**config.mk**
```make
export PLATFORM = sky130hd
export DESIGN_NAME = decode_stage
export DESIGN_NICKNAME = d
export VERILOG_FILES = /design/src/rtl/decode_stage.sv
export SDC_FILE = /design/constraint.sdc
export NUM_CORES = 1
export LEC_CHECK = 0
export CAP_MARGIN = 20
export CORE_MARGIN = 2
export CORE_UTILIZATION = 35
export CTS_CLUSTER_DIAMETER = 150
export DETAILED_ROUTE_END_ITERATION = 16
export DONT_BUFFER_PORTS = 1
export PLACE_DENSITY = 0.48
export SYNTH_ARGS = -nofsm -noshare
export SYNTH_HDL_FRONTEND = slang
export SYNTH_SLANG_ARGS = --single-unit
```
**constraint.sdc**
```tcl
create_clock -name clk -period 5.12 [get_ports clk]
set_clock_uncertainty 0.05 [all_clocks]
set_input_delay 0.256 -clock clk [delete_from_list [all_inputs] [get_ports clk]]
set_output_delay 0.256 -clock clk [all_outputs]
set_load 0.05 [all_outputs]
```
**src/rtl/decode_stage.sv**
```systemverilog
// decode_stage: DEPTH-entry instruction queue feeding an RV32I/RV64I decoder with a registered output.
// Define DECODE_STAGE_M_EXT_EN to decode the M-extension (mul/div) encodings.
module decode_stage #(
    parameter int XLEN  = 32,
    parameter int DEPTH = 2
) (
    input  logic            clk,
    input  logic            rst,
    input  logic            in_valid,
    output logic            in_ready,
    input  logic [31:0]     in_instr,
    input  logic [XLEN-1:0] in_pc,
    input  logic            flush,
    output logic            out_valid,
    input  logic            out_ready,
    output logic [XLEN-1:0] out_pc,
    output logic [4:0]      out_rs1_addr,
    output logic [4:0]      out_rs2_addr,
    output logic [4:0]      out_rd_addr,
    output logic            out_rd_wren,
    output logic            out_is_pc,
    output logic            out_bru_en,
    output logic            out_bru_unsign,
    output logic            out_mem_wren,
    output logic            out_mem_load,
    output logic            out_mem_unsign,
    output logic [1:0]      out_op_b_sel,
    output logic [3:0]      out_alu_ctrl,
    output logic [2:0]      out_bru_op,
    output logic [2:0]      out_mem_size,
    output logic [XLEN-1:0] out_imm,
    output logic            out_illegal,
    output logic            out_mdu_en,
    output logic [2:0]      out_mdu_op
);

    localparam int AW = $clog2(DEPTH);
    localparam bit RV64 = (XLEN == 64);

    localparam logic [6:0] OPC_LOAD   = 7'b0000011;
    localparam logic [6:0] OPC_IMM    = 7'b0010011;
    localparam logic [6:0] OPC_AUIPC  = 7'b0010111;
    localparam logic [6:0] OPC_STORE  = 7'b0100011;
    localparam logic [6:0] OPC_OP     = 7'b0110011;
    localparam logic [6:0] OPC_LUI    = 7'b0110111;
    localparam logic [6:0] OPC_BRANCH = 7'b1100011;
    localparam logic [6:0] OPC_JALR   = 7'b1100111;
    localparam logic [6:0] OPC_JAL    = 7'b1101111;

    logic [31:0]     q_instr [DEPTH];
    logic [XLEN-1:0] q_pc    [DEPTH];
    logic [AW-1:0]   wr_ptr, rd_ptr;
    logic [AW:0]     count;
    logic            full, head_valid, push, pop;

    assign full       = (count == (AW+1)'(DEPTH));
    assign head_valid = (count != '0);
    assign in_ready   = !full;
    assign push       = in_valid && !full && !flush;
    assign pop        = head_valid && (!out_valid || out_ready) && !flush;

    always_ff @(posedge clk) begin
        if (push) begin
            q_instr[wr_ptr] <= in_instr;
            q_pc[wr_ptr]    <= in_pc;
        end
    end

    always_ff @(posedge clk) begin
        if (rst || flush) begin
            wr_ptr <= '0;
            rd_ptr <= '0;
            count  <= '0;
        end else begin
            if (push) wr_ptr <= wr_ptr + AW'(1);
            if (pop)  rd_ptr <= rd_ptr + AW'(1);
            count <= count + (AW+1)'(push) - (AW+1)'(pop);
        end
    end

    logic [31:0] inst;
    logic [6:0]  opc, f7;
    logic [2:0]  f3;
    logic        sh_ok_l, sh_ok_r;
    logic [XLEN-1:0] imm_i, imm_s, imm_b, imm_u, imm_j;

    assign inst = q_instr[rd_ptr];
    assign opc  = inst[6:0];
    assign f3   = inst[14:12];
    assign f7   = inst[31:25];

    assign imm_i = XLEN'($signed(inst[31:20]));
    assign imm_s = XLEN'($signed({inst[31:25], inst[11:7]}));
    assign imm_b = XLEN'($signed({inst[31], inst[7], inst[30:25], inst[11:8], 1'b0}));
    assign imm_u = XLEN'($signed({inst[31:12], 12'h000}));
    assign imm_j = XLEN'($signed({inst[31], inst[19:12], inst[20], inst[30:21], 1'b0}));

    // RV64 shift amounts take six bits, leaving only instr[31:26] as funct.
    assign sh_ok_l = RV64 ? (inst[31:26] == 6'd0) : (f7 == 7'd0);
    assign sh_ok_r = RV64 ? (inst[31:26] == 6'd0 || inst[31:26] == 6'b010000)
                          : (f7 == 7'd0 || f7 == 7'b0100000);

    function automatic logic [3:0] alu_of(input logic [2:0] f, input logic alt);
        unique case (f)
            3'b000: alu_of = alt ? 4'd1 : 4'd0;
            3'b001: alu_of = 4'd2;
            3'b010: alu_of = 4'd3;
            3'b011: alu_of = 4'd7;
            3'b100: alu_of = 4'd5;
            3'b101: alu_of = alt ? 4'd4 : 4'd6;
            3'b110: alu_of = 4'd8;
            3'b111: alu_of = 4'd9;
        endcase
    endfunction

    logic [4:0]      d_rs1, d_rs2;
    logic            d_rd_wren, d_is_pc, d_bru_en, d_bru_unsign;
    logic            d_mem_wren, d_mem_load, d_mem_unsign, d_illegal;
    logic [1:0]      d_op_b_sel;
    logic [3:0]      d_alu;
    logic [2:0]      d_bru_op, d_mem_size;
    logic [XLEN-1:0] d_imm;
`ifdef DECODE_STAGE_M_EXT_EN
    logic            d_mdu_en;
    logic [2:0]      d_mdu_op;
`endif

    always_comb begin
        d_rs1        = 5'd0;
        d_rs2        = 5'd0;
        d_rd_wren    = 1'b0;
        d_is_pc      = 1'b0;
        d_bru_en     = 1'b0;
        d_bru_unsign = 1'b0;
        d_mem_wren   = 1'b0;
        d_mem_load   = 1'b0;
        d_mem_unsign = 1'b0;
        d_illegal    = 1'b0;
        d_op_b_sel   = 2'b00;
        d_alu        = 4'd0;
        d_bru_op     = 3'd0;
        d_mem_size   = 3'd0;
        d_imm        = '0;
`ifdef DECODE_STAGE_M_EXT_EN
        d_mdu_en     = 1'b0;
        d_mdu_op     = 3'd0;
`endif
        unique case (1'b1)
            (opc == OPC_OP): begin
                d_rs1     = inst[19:15];
                d_rs2     = inst[24:20];
                d_rd_wren = 1'b1;
                if (f7 == 7'd0 || (f7 == 7'b0100000 && (f3 == 3'b000 || f3 == 3'b101)))
                    d_alu = alu_of(f3, f7[5]);
`ifdef DECODE_STAGE_M_EXT_EN
                else if (f7 == 7'b0000001) begin
                    d_mdu_en = 1'b1;
                    d_mdu_op = f3;
                end
`endif
                else
                    d_illegal = 1'b1;
            end
            (opc == OPC_IMM): begin
                d_rs1      = inst[19:15];
                d_rd_wren  = 1'b1;
                d_op_b_sel = 2'b01;
                d_imm      = imm_i;
                d_alu      = alu_of(f3, f3 == 3'b101 && inst[30]);
                if ((f3 == 3'b001 && !sh_ok_l) || (f3 == 3'b101 && !sh_ok_r))
                    d_illegal = 1'b1;
            end
            (opc == OPC_LUI): begin
                d_rd_wren  = 1'b1;
                d_op_b_sel = 2'b01;
                d_imm      = imm_u;
            end
            (opc == OPC_AUIPC): begin
                d_rd_wren  = 1'b1;
                d_is_pc    = 1'b1;
                d_op_b_sel = 2'b01;
                d_imm      = imm_u;
            end
            (opc == OPC_JAL), (opc == OPC_JALR): begin
                // ALU forms the link address pc+4; the branch unit handles the target.
                d_rd_wren  = 1'b1;
                d_is_pc    = 1'b1;
                d_op_b_sel = 2'b10;
                d_bru_en   = 1'b1;
                d_bru_op   = opc[3] ? 3'd4 : 3'd5;
                d_imm      = opc[3] ? imm_j : imm_i;
                d_rs1      = opc[3] ? 5'd0 : inst[19:15];
                if (!opc[3] && f3 != 3'b000) d_illegal = 1'b1;
            end
            (opc == OPC_BRANCH): begin
                d_rs1        = inst[19:15];
                d_rs2        = inst[24:20];
                d_bru_en     = 1'b1;
                d_bru_unsign = f3[1];
                d_imm        = imm_b;
                unique case (f3)
                    3'b000:         d_bru_op = 3'd6;
                    3'b001:         d_bru_op = 3'd1;
                    3'b100, 3'b110: d_bru_op = 3'd2;
                    3'b101, 3'b111: d_bru_op = 3'd3;
                    default:        d_illegal = 1'b1;
                endcase
            end
            (opc == OPC_LOAD): begin
                d_rs1        = inst[19:15];
                d_rd_wren    = 1'b1;
                d_mem_load   = 1'b1;
                d_op_b_sel   = 2'b01;
                d_imm        = imm_i;
                d_mem_size   = {1'b0, f3[1:0]};
                d_mem_unsign = f3[2];
                if (f3 == 3'b011 || f3 == 3'b110 || f3 == 3'b111) d_illegal = 1'b1;
            end
            (opc == OPC_STORE): begin
                d_rs1      = inst[19:15];
                d_rs2      = inst[24:20];
                d_mem_wren = 1'b1;
                d_op_b_sel = 2'b01;
                d_imm      = imm_s;
                d_mem_size = f3;
                if (f3[2] || f3 == 3'b011) d_illegal = 1'b1;
            end
            default: d_illegal = 1'b1;
        endcase
        if (d_illegal) begin
            d_rd_wren  = 1'b0;
            d_mem_wren = 1'b0;
            d_mem_load = 1'b0;
            d_bru_en   = 1'b0;
`ifdef DECODE_STAGE_M_EXT_EN
            d_mdu_en   = 1'b0;
`endif
        end
    end

    always_ff @(posedge clk) begin
        if (rst) begin
            out_valid      <= 1'b0;
            out_pc         <= '0;
            out_rs1_addr   <= 5'd0;
            out_rs2_addr   <= 5'd0;
            out_rd_addr    <= 5'd0;
            out_rd_wren    <= 1'b0;
            out_is_pc      <= 1'b0;
            out_bru_en     <= 1'b0;
            out_bru_unsign <= 1'b0;
            out_mem_wren   <= 1'b0;
            out_mem_load   <= 1'b0;
            out_mem_unsign <= 1'b0;
            out_op_b_sel   <= 2'b00;
            out_alu_ctrl   <= 4'd0;
            out_bru_op     <= 3'd0;
            out_mem_size   <= 3'd0;
            out_imm        <= '0;
            out_illegal    <= 1'b0;
`ifdef DECODE_STAGE_M_EXT_EN
            out_mdu_en     <= 1'b0;
            out_mdu_op     <= 3'd0;
`endif
        end else if (flush) begin
            out_valid <= 1'b0;
        end else if (pop) begin
            out_valid      <= 1'b1;
            out_pc         <= q_pc[rd_ptr];
            out_rs1_addr   <= d_rs1;
            out_rs2_addr   <= d_rs2;
            out_rd_addr    <= inst[11:7];
            out_rd_wren    <= d_rd_wren;
            out_is_pc      <= d_is_pc;
            out_bru_en     <= d_bru_en;
            out_bru_unsign <= d_bru_unsign;
            out_mem_wren   <= d_mem_wren;
            out_mem_load   <= d_mem_load;
            out_mem_unsign <= d_mem_unsign;
            out_op_b_sel   <= d_op_b_sel;
            out_alu_ctrl   <= d_alu;
            out_bru_op     <= d_bru_op;
            out_mem_size   <= d_mem_size;
            out_imm        <= d_imm;
            out_illegal    <= d_illegal;
`ifdef DECODE_STAGE_M_EXT_EN
            out_mdu_en     <= d_mdu_en;
            out_mdu_op     <= d_mdu_op;
`endif
        end else if (out_ready) begin
            out_valid <= 1'b0;
        end
    end

`ifndef DECODE_STAGE_M_EXT_EN
    assign out_mdu_en = 1'b0;
    assign out_mdu_op = 3'd0;
`endif

endmodule

```
==> results.sh <==
export IMPL_status="completed"
export IMPL_rsz0062_at_grt="false"
export IMPL_ant_nets=0
export IMPL_grtUsageMet1_pct=20.9
export IMPL_power_mw=4.16
export IMPL_synth_area_um2=8990
export IMPL_ys_top_cells_by_area="edfxtp_1 (43%), dfxtp_1 (23%), mux2i_1 (5.0%)"
export IMPL_p_leak_nw=3.47
export IMPL_rows=58
export IMPL_grt_pass1_vias=6015
export IMPL_dp_cells=1011
export IMPL_grt_pass1_wl_um=35200
export IMPL_worstSetupPathType="reg2reg"
export IMPL_drv_cap=0
export IMPL_clkTransAtPathRegs_ns=0.06
export IMPL_vdd_drop_max_v=0.000231
export IMPL_nFillCells=2301
export IMPL_arrival_ns=3.85
export IMPL_vias_per_cell=5.11
export IMPL_post_drt_wl_per_cell_um=20.2
export IMPL_synthCells=713
export IMPL_dp_hpwl_um=15600
export IMPL_remaining_drc_errors=0
export IMPL_yosysTopAreaCell="edfxtp_1"
export IMPL_ff2ff_path_depth=8
export IMPL_worst_pin_slew_ns=1.03
export IMPL_clkLatencyLatePin_ns=0.54
export IMPL_cts_setup_buffers=0
export IMPL_fmax_mhz=288
export IMPL_tns_ns=0
export IMPL_ys_flop_type="edfxtp_1"
export IMPL_io_pins=174
export IMPL_die_w_um=164
export IMPL_start_kind="flip-flop"
export IMPL_grt_max_degree=87
export IMPL_hold_class="in2reg"
export IMPL_final_cells=1128
export IMPL_dieArea_um2=27000
export IMPL_dr_pass1_iters=4
export IMPL_antenna_cells=0
export IMPL_synth_commonest_cells="edfxtp_1 (128), dfxtp_1 (105), nor2_1 (85)"
export IMPL_cts_sinks=233
export IMPL_gr_usage_met2_pct=27.5
export IMPL_die_y_um=164
export IMPL_slew_headroom_pct=29.5
export IMPL_path_max_fanout=86
export IMPL_crit_start="out_valid$_SDFFE_PP0P_"
export IMPL_multi_input_area_um2=2820
export IMPL_portBuffers=0
export IMPL_via_count=5767
export IMPL_grt_total_usage_pct=16.8
export IMPL_final_util_pct=43.1
export IMPL_nNetsFinal=849
export IMPL_drv_slew=0
export IMPL_synth_seq_cells=233
export IMPL_finalHoldViolations=0
export IMPL_area_delta_synth_final_pct=20.5
export IMPL_synth_edf_count=128
export IMPL_grt_most_used_layer="met2"
export IMPL_gr_usage_met3_pct=6.06
export IMPL_period_minus_slack_ns=3.47
export IMPL_setup_viol=0
export IMPL_synth_most_common_cell="edfxtp_1"
export IMPL_drive_gt1_share_pct=11.7
export IMPL_post_cts_resized=0
export IMPL_cts_buffer_depth=3
export IMPL_gp_congestion=0.827
export IMPL_p_per_area_nw_per_um2=384
export IMPL_drt_total_wl_um=22800
export IMPL_cts_buffers=26
export IMPL_synth_cell_type_count=58
export IMPL_ff_latch_area_um2=5950
export IMPL_reg2reg_from="out_valid$_SDFFE_PP0P_"
export IMPL_cts_htree_levels=1
export IMPL_root_buffer="clkbuf_16"
export IMPL_cts_tree="yes"
export IMPL_reg2reg_slack_ns=1.65
export IMPL_overflow=0
export IMPL_required_ns=5.50
export IMPL_end_kind="flip-flop"
export IMPL_initial_core_util_pct=35.7
export IMPL_yosysSeqAreaShare_pct=66.1
export IMPL_min_period_over_period_pct=67.7
export IMPL_antenna_found_initial=0
export IMPL_synthArstFlopShare_pct=0
export IMPL_core_area_um2=25200
export IMPL_synth_top_area_share_pct=42.7
export IMPL_postSynthAreaPerCell_um2=12.6
export IMPL_drtIter0Drc=299
export IMPL_synth_warnings=0
## where the power goes
group          internal, mW  switching, mW  total [mW]
registers              2.03          0.106        2.14
clock network          1.06          0.740        1.80
logic                0.0900          0.136       0.226
total                  3.18          0.983        4.16
## registers in the layout (all words and copies together), names as in the netlist, 2 cells and up, named ones only
signal and count:
count 2, out_alu_ctrl 4, out_bru_op 3, out_imm 32, out_mem_size 3, out_op_b_sel 2, out_pc 32, out_rd_addr 5
out_rs1_addr 5, out_rs2_addr 5, q_instr 64, q_pc 64
## layer usage
| metal | vias up | wire [µm] |
|---|---|---|
| met5 | - | 0 |
| met4 | 0 | 654 |
| met3 | 48 | 2110 |
| met2 | 188 | 10700 |
| met1 | 2738 | 9380 |
| li1 | 2793 | - |
## placed cells by master (no fill, tap or decap), drive strengths merged, types with 5 or more instances in the layout
master / count
nand3: 21
mux2i: 45
a22oi: 12
buf: 11
clkinv: 5
inv: 12
mux2: 21
a211oi: 50
a21oi: 32
a32o: 6
edfxtp: 128
nand2: 50
a22o: 6
nor3: 9
o21ai: 23
dfxtp: 105
dlygate4sd3: 67
nor2: 85
o22ai: 6
clkbuf: 42
## worst min-delay path by stage
stage / startpoint / endpoint / slack, ns / cells after the start
2_1_floorplan: in_instr[0] / q_instr[0][0]$_DFFE_PP_ / 0.30 / 0
3_3_place_gp: flush / rd_ptr$_SDFFE_PP0P_ / 0.28 / 1
3_5_place_dp: flush / flip-flop / 0.28 / 1
4_1_cts: rst / out_mem_size[2]$_SDFFE_PP0P_ / 0.07 / 2
5_1_grt: rst / out_rs1_addr[2]$_SDFFE_PP0P_ / 0.08 / 2
6_report: rst / out_rs1_addr[1]$_SDFFE_PP0P_ / 0.07 / 2
## area by class of cell
class	instances	share of cell area, %
clock buffer	42	6.94
clock inverter	6	0.750
inverter	12	0.427
multi-input combinational	427	26.0
sequential	233	54.9
tap	330	3.81
timing repair buffer	78	7.25
## critical path: stages, from the launching register on
cell and delay, ns:
dfxtp_1 0.63, nor2b_1 0.28, or3_1 0.14, buf_4 0.34, clkinv_2 0.40, buf_4 0.51
xnor2_1 0.31, nor3_1 0.06, dlygate4sd3_1 0.56
## stage by stage
step	worst slack (ns)	instance area (µm²)	hold WS (ns)
after floorplan	0.824	9000	0.305
after global placement	2.14	9290	0.281
after detailed placement	2.01	9290	0.283
after CTS	1.66	10800	0.0664
after global routing	1.35	10800	0.0842
final	1.65	10800	0.0714
## kinds of logic after synthesis
family | synth area share (%)
simple gates | 9.67
mux | 7.64
buf+inv | 2.88
fa+ha+maj | 0.278
xor+xnor | 0.487
compound gates | 12.9
flops | 66.1
other cells | 0.0417
## timing repair
item | 4_1_cts | 5_1_grt
hold buffers | 68 | 0
setup endpoints to repair | 0 | 0
hold endpoints to repair | 212 | 0
No activity file was read; power rests on OpenSTA's default activity.
